## src/rtl/sti_feeder_pkg.sv

```systemverilog
// Shared types and constants for the serial-transmitter command feeder.
package sti_feeder_pkg;

  localparam int ENTRY_W = 22;

  typedef enum logic [2:0] {
    ST_IDLE,
    ST_ISSUE,
    ST_WAIT_START,
    ST_WAIT_DONE,
    ST_GAP,
    ST_END
  } state_e;

  localparam logic [1:0] LEN_8  = 2'b00;
  localparam logic [1:0] LEN_16 = 2'b01;
  localparam logic [1:0] LEN_24 = 2'b10;
  localparam logic [1:0] LEN_32 = 2'b11;

  // One queued command; packs to exactly ENTRY_W bits.
  typedef struct packed {
    logic        last;
    logic        low;
    logic        msb;
    logic        fill;
    logic [1:0]  length;
    logic [15:0] data;
  } cmd_entry_t;

  function automatic logic [5:0] len_bits(input logic [1:0] code);
    case (code)
      LEN_8:   return 6'd8;
      LEN_16:  return 6'd16;
      LEN_24:  return 6'd24;
      default: return 6'd32;
    endcase
  endfunction

endpackage

```

## src/rtl/sti_cmd_fifo.sv

```systemverilog
// Synchronous DEPTH-entry FIFO with registered occupancy; head word is visible on rdata_o.
module sti_cmd_fifo #(
  parameter int DEPTH = 4,
  parameter int W     = 22
) (
  input  logic         clk,
  input  logic         rst_n,
  input  logic         push_i,
  input  logic [W-1:0] wdata_i,
  input  logic         pop_i,
  output logic [W-1:0] rdata_o,
  output logic         full_o,
  output logic         empty_o
);

  localparam int AW = $clog2(DEPTH);

  logic [W-1:0]  mem_q [DEPTH];
  logic [AW-1:0] wr_ptr_q, rd_ptr_q;
  logic [AW:0]   count_q;
  logic          do_push, do_pop;

  assign full_o  = (count_q == (AW+1)'(DEPTH));
  assign empty_o = (count_q == '0);
  assign do_push = push_i && !full_o;
  assign do_pop  = pop_i && !empty_o;
  assign rdata_o = mem_q[rd_ptr_q];

  // Storage needs no reset: count_q alone decides what is valid.
  always_ff @(posedge clk) begin
    if (do_push) mem_q[wr_ptr_q] <= wdata_i;
  end

  always_ff @(posedge clk or negedge rst_n) begin
    if (!rst_n) begin
      wr_ptr_q <= '0;
      rd_ptr_q <= '0;
      count_q  <= '0;
    end else begin
      if (do_push) wr_ptr_q <= wr_ptr_q + 1'b1;
      if (do_pop)  rd_ptr_q <= rd_ptr_q + 1'b1;
      case ({do_push, do_pop})
        2'b10:   count_q <= count_q + 1'b1;
        2'b01:   count_q <= count_q - 1'b1;
        default: count_q <= count_q;
      endcase
    end
  end

endmodule

```

## src/rtl/sti_cmd_feeder.sv

```systemverilog
// Buffers host commands and issues them one at a time to the serial transmitter.
// Defining STI_FEEDER_BITCHK_EN adds a per-burst bit-count check reported on sticky len_err.
module sti_cmd_feeder
  import sti_feeder_pkg::*;
#(
  parameter int DEPTH         = 4,
  parameter int GAP_CYCLES    = 1,
  parameter int START_TIMEOUT = 8
) (
  input  logic        clk,
  input  logic        reset,
  input  logic        cmd_valid,
  output logic        cmd_ready,
  input  logic [15:0] cmd_data,
  input  logic [1:0]  cmd_length,
  input  logic        cmd_fill,
  input  logic        cmd_msb,
  input  logic        cmd_low,
  input  logic        cmd_last,
  input  logic        so_valid,
  output logic        load,
  output logic [15:0] pi_data,
  output logic [1:0]  pi_length,
  output logic        pi_fill,
  output logic        pi_msb,
  output logic        pi_low,
  output logic        pi_end,
  output logic        busy,
  output logic        err
`ifdef STI_FEEDER_BITCHK_EN
  ,
  output logic        len_err
`endif
);

  // Handshake: a command transfers on every rising clk edge where cmd_valid && cmd_ready;
  // cmd_ready depends only on registered state, so it never reacts to cmd_valid.

  localparam int            TW        = $clog2(START_TIMEOUT + 1);
  localparam logic [TW-1:0] TMO_LAST  = TW'(START_TIMEOUT - 1);
  localparam logic [4:0]    GAP_LIMIT = 5'(GAP_CYCLES);

  state_e        state_q, state_d;
  cmd_entry_t    head, wentry, pi_q;
  logic          fifo_full, fifo_empty, push, in_issue;
  logic [TW-1:0] tmo_q;
  logic [3:0]    gap_q;
  logic          so_valid_q, err_q, last_acc_q;
  logic          so_fall, tmo_fire, gap_done;

  // Once a last-marked command is accepted nothing more is taken until reset.
  assign cmd_ready = !fifo_full && !last_acc_q && (state_q != ST_END);
  assign push      = cmd_valid && cmd_ready;
  assign wentry    = {cmd_last, cmd_low, cmd_msb, cmd_fill, cmd_length, cmd_data};

  sti_cmd_fifo #(
    .DEPTH (DEPTH),
    .W     (ENTRY_W)
  ) u_fifo (
    .clk     (clk),
    .rst_n   (reset),
    .push_i  (push),
    .wdata_i (wentry),
    .pop_i   (in_issue),
    .rdata_o (head),
    .full_o  (fifo_full),
    .empty_o (fifo_empty)
  );

  assign in_issue = (state_q == ST_ISSUE);
  assign so_fall  = (state_q == ST_WAIT_DONE) && so_valid_q && !so_valid;
  assign tmo_fire = (state_q == ST_WAIT_START) && !so_valid && (tmo_q == TMO_LAST);
  // GAP always lasts at least one cycle; a zero gap still needs that cycle to leave.
  assign gap_done = ({1'b0, gap_q} + 5'd1) >= GAP_LIMIT;

  always_comb begin
    state_d = state_q;
    case (state_q)
      ST_IDLE:       if (!fifo_empty) state_d = ST_ISSUE;
      ST_ISSUE:      state_d = ST_WAIT_START;
      ST_WAIT_START: begin
        if (so_valid)      state_d = ST_WAIT_DONE;
        else if (tmo_fire) state_d = ST_GAP;
      end
      ST_WAIT_DONE:  if (so_fall) state_d = ST_GAP;
      ST_GAP:        if (gap_done) state_d = pi_q.last ? ST_END : ST_IDLE;
      ST_END:        state_d = ST_END;
      default:       state_d = ST_IDLE;
    endcase
  end

  always_ff @(posedge clk or negedge reset) begin
    if (!reset) begin
      state_q    <= ST_IDLE;
      pi_q       <= '0;
      tmo_q      <= '0;
      gap_q      <= '0;
      so_valid_q <= 1'b0;
      err_q      <= 1'b0;
      last_acc_q <= 1'b0;
    end else begin
      state_q    <= state_d;
      so_valid_q <= so_valid;
      if (push && cmd_last) last_acc_q <= 1'b1;
      if (in_issue) pi_q <= head;
      if (in_issue) tmo_q <= '0;
      else if ((state_q == ST_WAIT_START) && !so_valid) tmo_q <= tmo_q + 1'b1;
      if (state_q != ST_GAP) gap_q <= '0;
      else if (!gap_done)    gap_q <= gap_q + 1'b1;
      if (tmo_fire) err_q <= 1'b1;
    end
  end

  // The head is shown during the load cycle so the transmitter samples it with load.
  assign load      = in_issue;
  assign pi_data   = in_issue ? head.data   : pi_q.data;
  assign pi_length = in_issue ? head.length : pi_q.length;
  assign pi_fill   = in_issue ? head.fill   : pi_q.fill;
  assign pi_msb    = in_issue ? head.msb    : pi_q.msb;
  assign pi_low    = in_issue ? head.low    : pi_q.low;
  assign pi_end    = (state_q == ST_END);
  assign busy      = (state_q != ST_IDLE) && (state_q != ST_END);
  assign err       = err_q;

`ifdef STI_FEEDER_BITCHK_EN
  logic [5:0] bits_q;
  logic       len_err_q;
  logic       in_burst;

  assign in_burst = (state_q == ST_WAIT_START) || (state_q == ST_WAIT_DONE);

  always_ff @(posedge clk or negedge reset) begin
    if (!reset) begin
      bits_q    <= '0;
      len_err_q <= 1'b0;
    end else begin
      if (in_issue) bits_q <= '0;
      else if (in_burst && so_valid && (bits_q != 6'h3f)) bits_q <= bits_q + 1'b1;
      if (so_fall && (bits_q != len_bits(pi_q.length))) len_err_q <= 1'b1;
    end
  end

  assign len_err = len_err_q;
`endif

endmodule

```

## config.mk

```make
export PLATFORM = sky130hd
export DESIGN_NAME = sti_cmd_feeder
export DESIGN_NICKNAME = d
export VERILOG_FILES = /design/src/rtl/sti_feeder_pkg.sv /design/src/rtl/sti_cmd_fifo.sv /design/src/rtl/sti_cmd_feeder.sv
export SDC_FILE = /design/constraint.sdc
export NUM_CORES = 1
export LEC_CHECK = 0
export ABC_AREA = 1
export BUFFER_PORTS_ARGS = -buffer_cell sky130_fd_sc_hd__buf_4
export CAP_MARGIN = 0
export CORE_UTILIZATION = 50
export DETAILED_ROUTE_END_ITERATION = 10
export HOLD_SLACK_MARGIN = 0.03
export PLACE_DENSITY = 0.66
export SYNTH_ARGS = -nofsm -noshare
export SYNTH_HDL_FRONTEND = slang
export SYNTH_SLANG_ARGS = --single-unit
```

## constraint.sdc

```tcl
create_clock -name clk -period 4.55 [get_ports clk]
set_clock_uncertainty 0.15 [all_clocks]
set_input_delay 0.91 -clock clk [delete_from_list [all_inputs] [get_ports clk]]
set_output_delay 0.91 -clock clk [all_outputs]
set_load 0.01 [all_outputs]
```

==> flow_metrics.tcl <==
set metrics [dict create \
    rsz0062_at_grt "no" \
    first_pass_iters 5 \
    async_flop_share 0.328 \
    cts_setup_buffers 0 \
    clock_path_buffers 2 \
    period_minus_slack_ps 3380 \
    cts_hold_buffers 0 \
    post_layout_nonfiller_instances 679 \
    synth_area_um2 5290 \
    num-nets-final 565 \
    area_growth_pct 20.9 \
    wire_per_inst_um 14.6 \
    endpoint_kind "output port" \
    grt_pass1_vias 3413 \
    fmax_mhz 296 \
    synth-warning-count 0 \
    slew_violations 0 \
    place_area_um2 5820 \
    cts_buffers 17 \
    max_cap_viol_count 0 \
    drive_gt1_frac 0.190 \
    status "complete, no violations" \
    cp-start-kind "register" \
    grt_pass1_wl_mm 16.2 \
    cp_max_fo 46 \
    hold_viol_final 0 \
    hp-class "input port to asynchronous set/reset pin" \
    cts_tree "yes" \
    slew_headroom 0.518 \
    ctsResizeCount 0 \
    final_antenna_net_count 0 \
    final_area_um2 6400 \
    utilization 0.623 \
    antenna_found_initial 0 \
    crit_chain "buf_4 -> inv_2 -> o21ai_0 -> o21ai_1 -> nand2_1 -> nand2_1 -> buf_4" \
    drcViolationCount 0 \
    critPathBufInv 3 \
    vias_per_cell 4.99 \
    die_h_um 105 \
    num_io_pins 52 \
    ir_worst_vdd_mv 0.427 \
    cts-root-buf "clkbuf_8" \
    setup_viol_count_final 0 \
    yosysUniqueCellTypes 28 \
    synth-seq-area-share 0.703 \
    cellPowerDensity_nw_per_um2 636 \
    start_util 0.515 \
    cts.sinks 131 \
    path_delay_family "buffers and inverters" \
    n_antenna_cell 0 \
    ys.flop_type "edfxtp_1" \
    clkLatencyLatePin_ps 510 \
    io_buffer_count 51 \
    gp_congestion 0.819 \
    num_vias 3387 \
    hold_slack_ps 250 \
    worst_pin_slew_ps 722 \
    grt_usage 0.198 \
    core-area_um2 10300 \
    cpPeakStageDelay_ps 590 \
    die_area_um2 11000 \
    clk_pin_slew_ps 60 \
    grt_max_degree 47 \
    leakagePower_nw 2.64 \
    wl_mm 9.89 \
    htreeDepth 4 \
    dp_hpwl_mm 5.84 \
    arrival_ps 2320 \
    synth_edf_count 88 \
    post-route-period-util 0.742 \
    crit_type "register to output port" \
    drt_iter0_markers 170 \
    die_x_um 105 \
    core.rowCount 37 \
    setup_tns_ps 0 \
    cp_data_required_time_ps 3490 \
    synthCells 471 \
    dp.cells 647 \
    critPathSlowestCell "inv_2" \
    avgSynthCellArea_um2 11.2 \
    ys_ff_latch 131 \
    overflow 0 \
    synth.net_count 506 \
]
-- area by class of cell --
class                           instances  area [um^2]
Sequential cell                       131         3720
Fill cell                             817         3880
Inverter                               28          105
Clock buffer                           19          422
Clock inverter                         13          159
Tap cell                              136          170
Timing Repair Buffer                   58          435
Multi-Input combinational cell        294         1390
-- final timing paths --
check	depth (start not counted)	endpoint	slack, ps	startpoint
setup reg to reg	11	u_fifo.count_q[2]	2160	state_q[1]
hold reg to reg	2	last_acc_q	310	last_acc_q
hold / removal	1	gap_q[0]	250	reset
min in group clk	2	last_acc_q	310	last_acc_q
setup / recovery	7	pi_data[8]	1170	u_fifo.rd_ptr_q[0]
max in group asynchronous	1	pi_q[13]	3610	reset
-- layer usage --
layer / part of all wire / GRT usage / wire length (um) / up-vias
li1: - / - / - / 1695
met1: 0.44 / 0.240 / 4400 / 1596
met2: 0.50 / 0.328 / 4900 / 87
met3: 0.051 / 0.0661 / 502 / 9
met4: 0.0096 / 0.0785 / 95 / 0
met5: 0 / 0 / 0 / -
-- sequential cells by signal (all words and copies together) (netlist names) --
name	cells
u_fifo.rd_ptr_q	2
gap_q	4
tmo_q	4
pi_q	22
u_fifo.mem_q	88
err	1
last_acc_q	1
so_valid_q	1
u_fifo.count_q	3
state_q	3
u_fifo.wr_ptr_q	2
-- cell usage in the layout, fill, tap and decap left out, types with 2 or more instances in the layout --
cell	synthesis	layout
nand4_1	2	2
xor2_1	3	3
inv_1	25	25
ha_1	8	8
buf_4	1	58
inv_2	3	3
bufinv_16	0	3
edfxtp_1	88	88
nor2_2	2	6
clkinv_2	0	3
clkinvlp_4	0	2
nand3_1	11	11
o21ai_0	60	60
clkbuf_16	0	16
dfrtp_1	43	43
clkinv_4	0	2
inv_6	0	2
clkbuf_1	4	2
nor2_1	88	84
o21ai_1	12	12
a21oi_1	3	3
nor2_4	3	3
nand2_1	93	93
-- worst reg2reg max path, delay by kind of cell, from the launching register on --
family | cells | cell delay (ps)
adder cells (fa/ha/maj) | 2 | 510
AND/OR/NAND/NOR | 2 | 410
buffers and inverters | 3 | 260
flip-flops | 1 | 390
XOR/XNOR | 1 | 160
AO/OA/AOI/OAI | 3 | 390
-- per-stage QoR --
step | power, W | setup WS, ps
floorplan | 0.00234 | 2040
global placement | 0.00276 | 1700
detailed placement | 0.00279 | 1670
CTS | 0.00412 | 1100
global route | 0.00433 | 884
finish | 0.00407 | 1170
-- Yosys cell counts, types with 2 or more instances --
cell	instances	area [um^2]
nand2_1	93	349
edfxtp_1	88	2640
nor2_1	88	330
o21ai_0	60	300
dfrtp_1	43	1080
inv_1	25	93.8
buf_2	12	60.1
o21ai_1	12	60.1
nand3_1	11	55.1
ha_1	8	100
clkbuf_1	4	15.0
a21oi_1	3	15.0
inv_2	3	11.3
nor2_4	3	33.8
xor2_1	3	26.3
nand4_1	2	12.5
nor2_2	2	12.5
-- where the power goes --
| part | total, W | internal [W] | switching, W | leakage, nW |
|---|---|---|---|---|
| logic | 0.00126 | 0.000488 | 0.000776 | 1.03 |
| registers | 0.00149 | 0.00142 | 0.0000758 | 1.33 |
| clock network | 0.00132 | 0.000833 | 0.000482 | 0.280 |
-- cells by family (layout without fill, tap and decap cells) --
logic type | Yosys count | in the layout | share of synthesized area
adders and majority gates | 9 | 9 | 0.0227
AOI/OAI and AO/OA | 79 | 79 | 0.0766
DFF | 131 | 131 | 0.703
buffers and inverters | 46 | 118 | 0.0364
xor gates and xnor gates | 4 | 4 | 0.00662
and+or+nand+nor | 202 | 202 | 0.155
(Power assumes the default switching activity.)
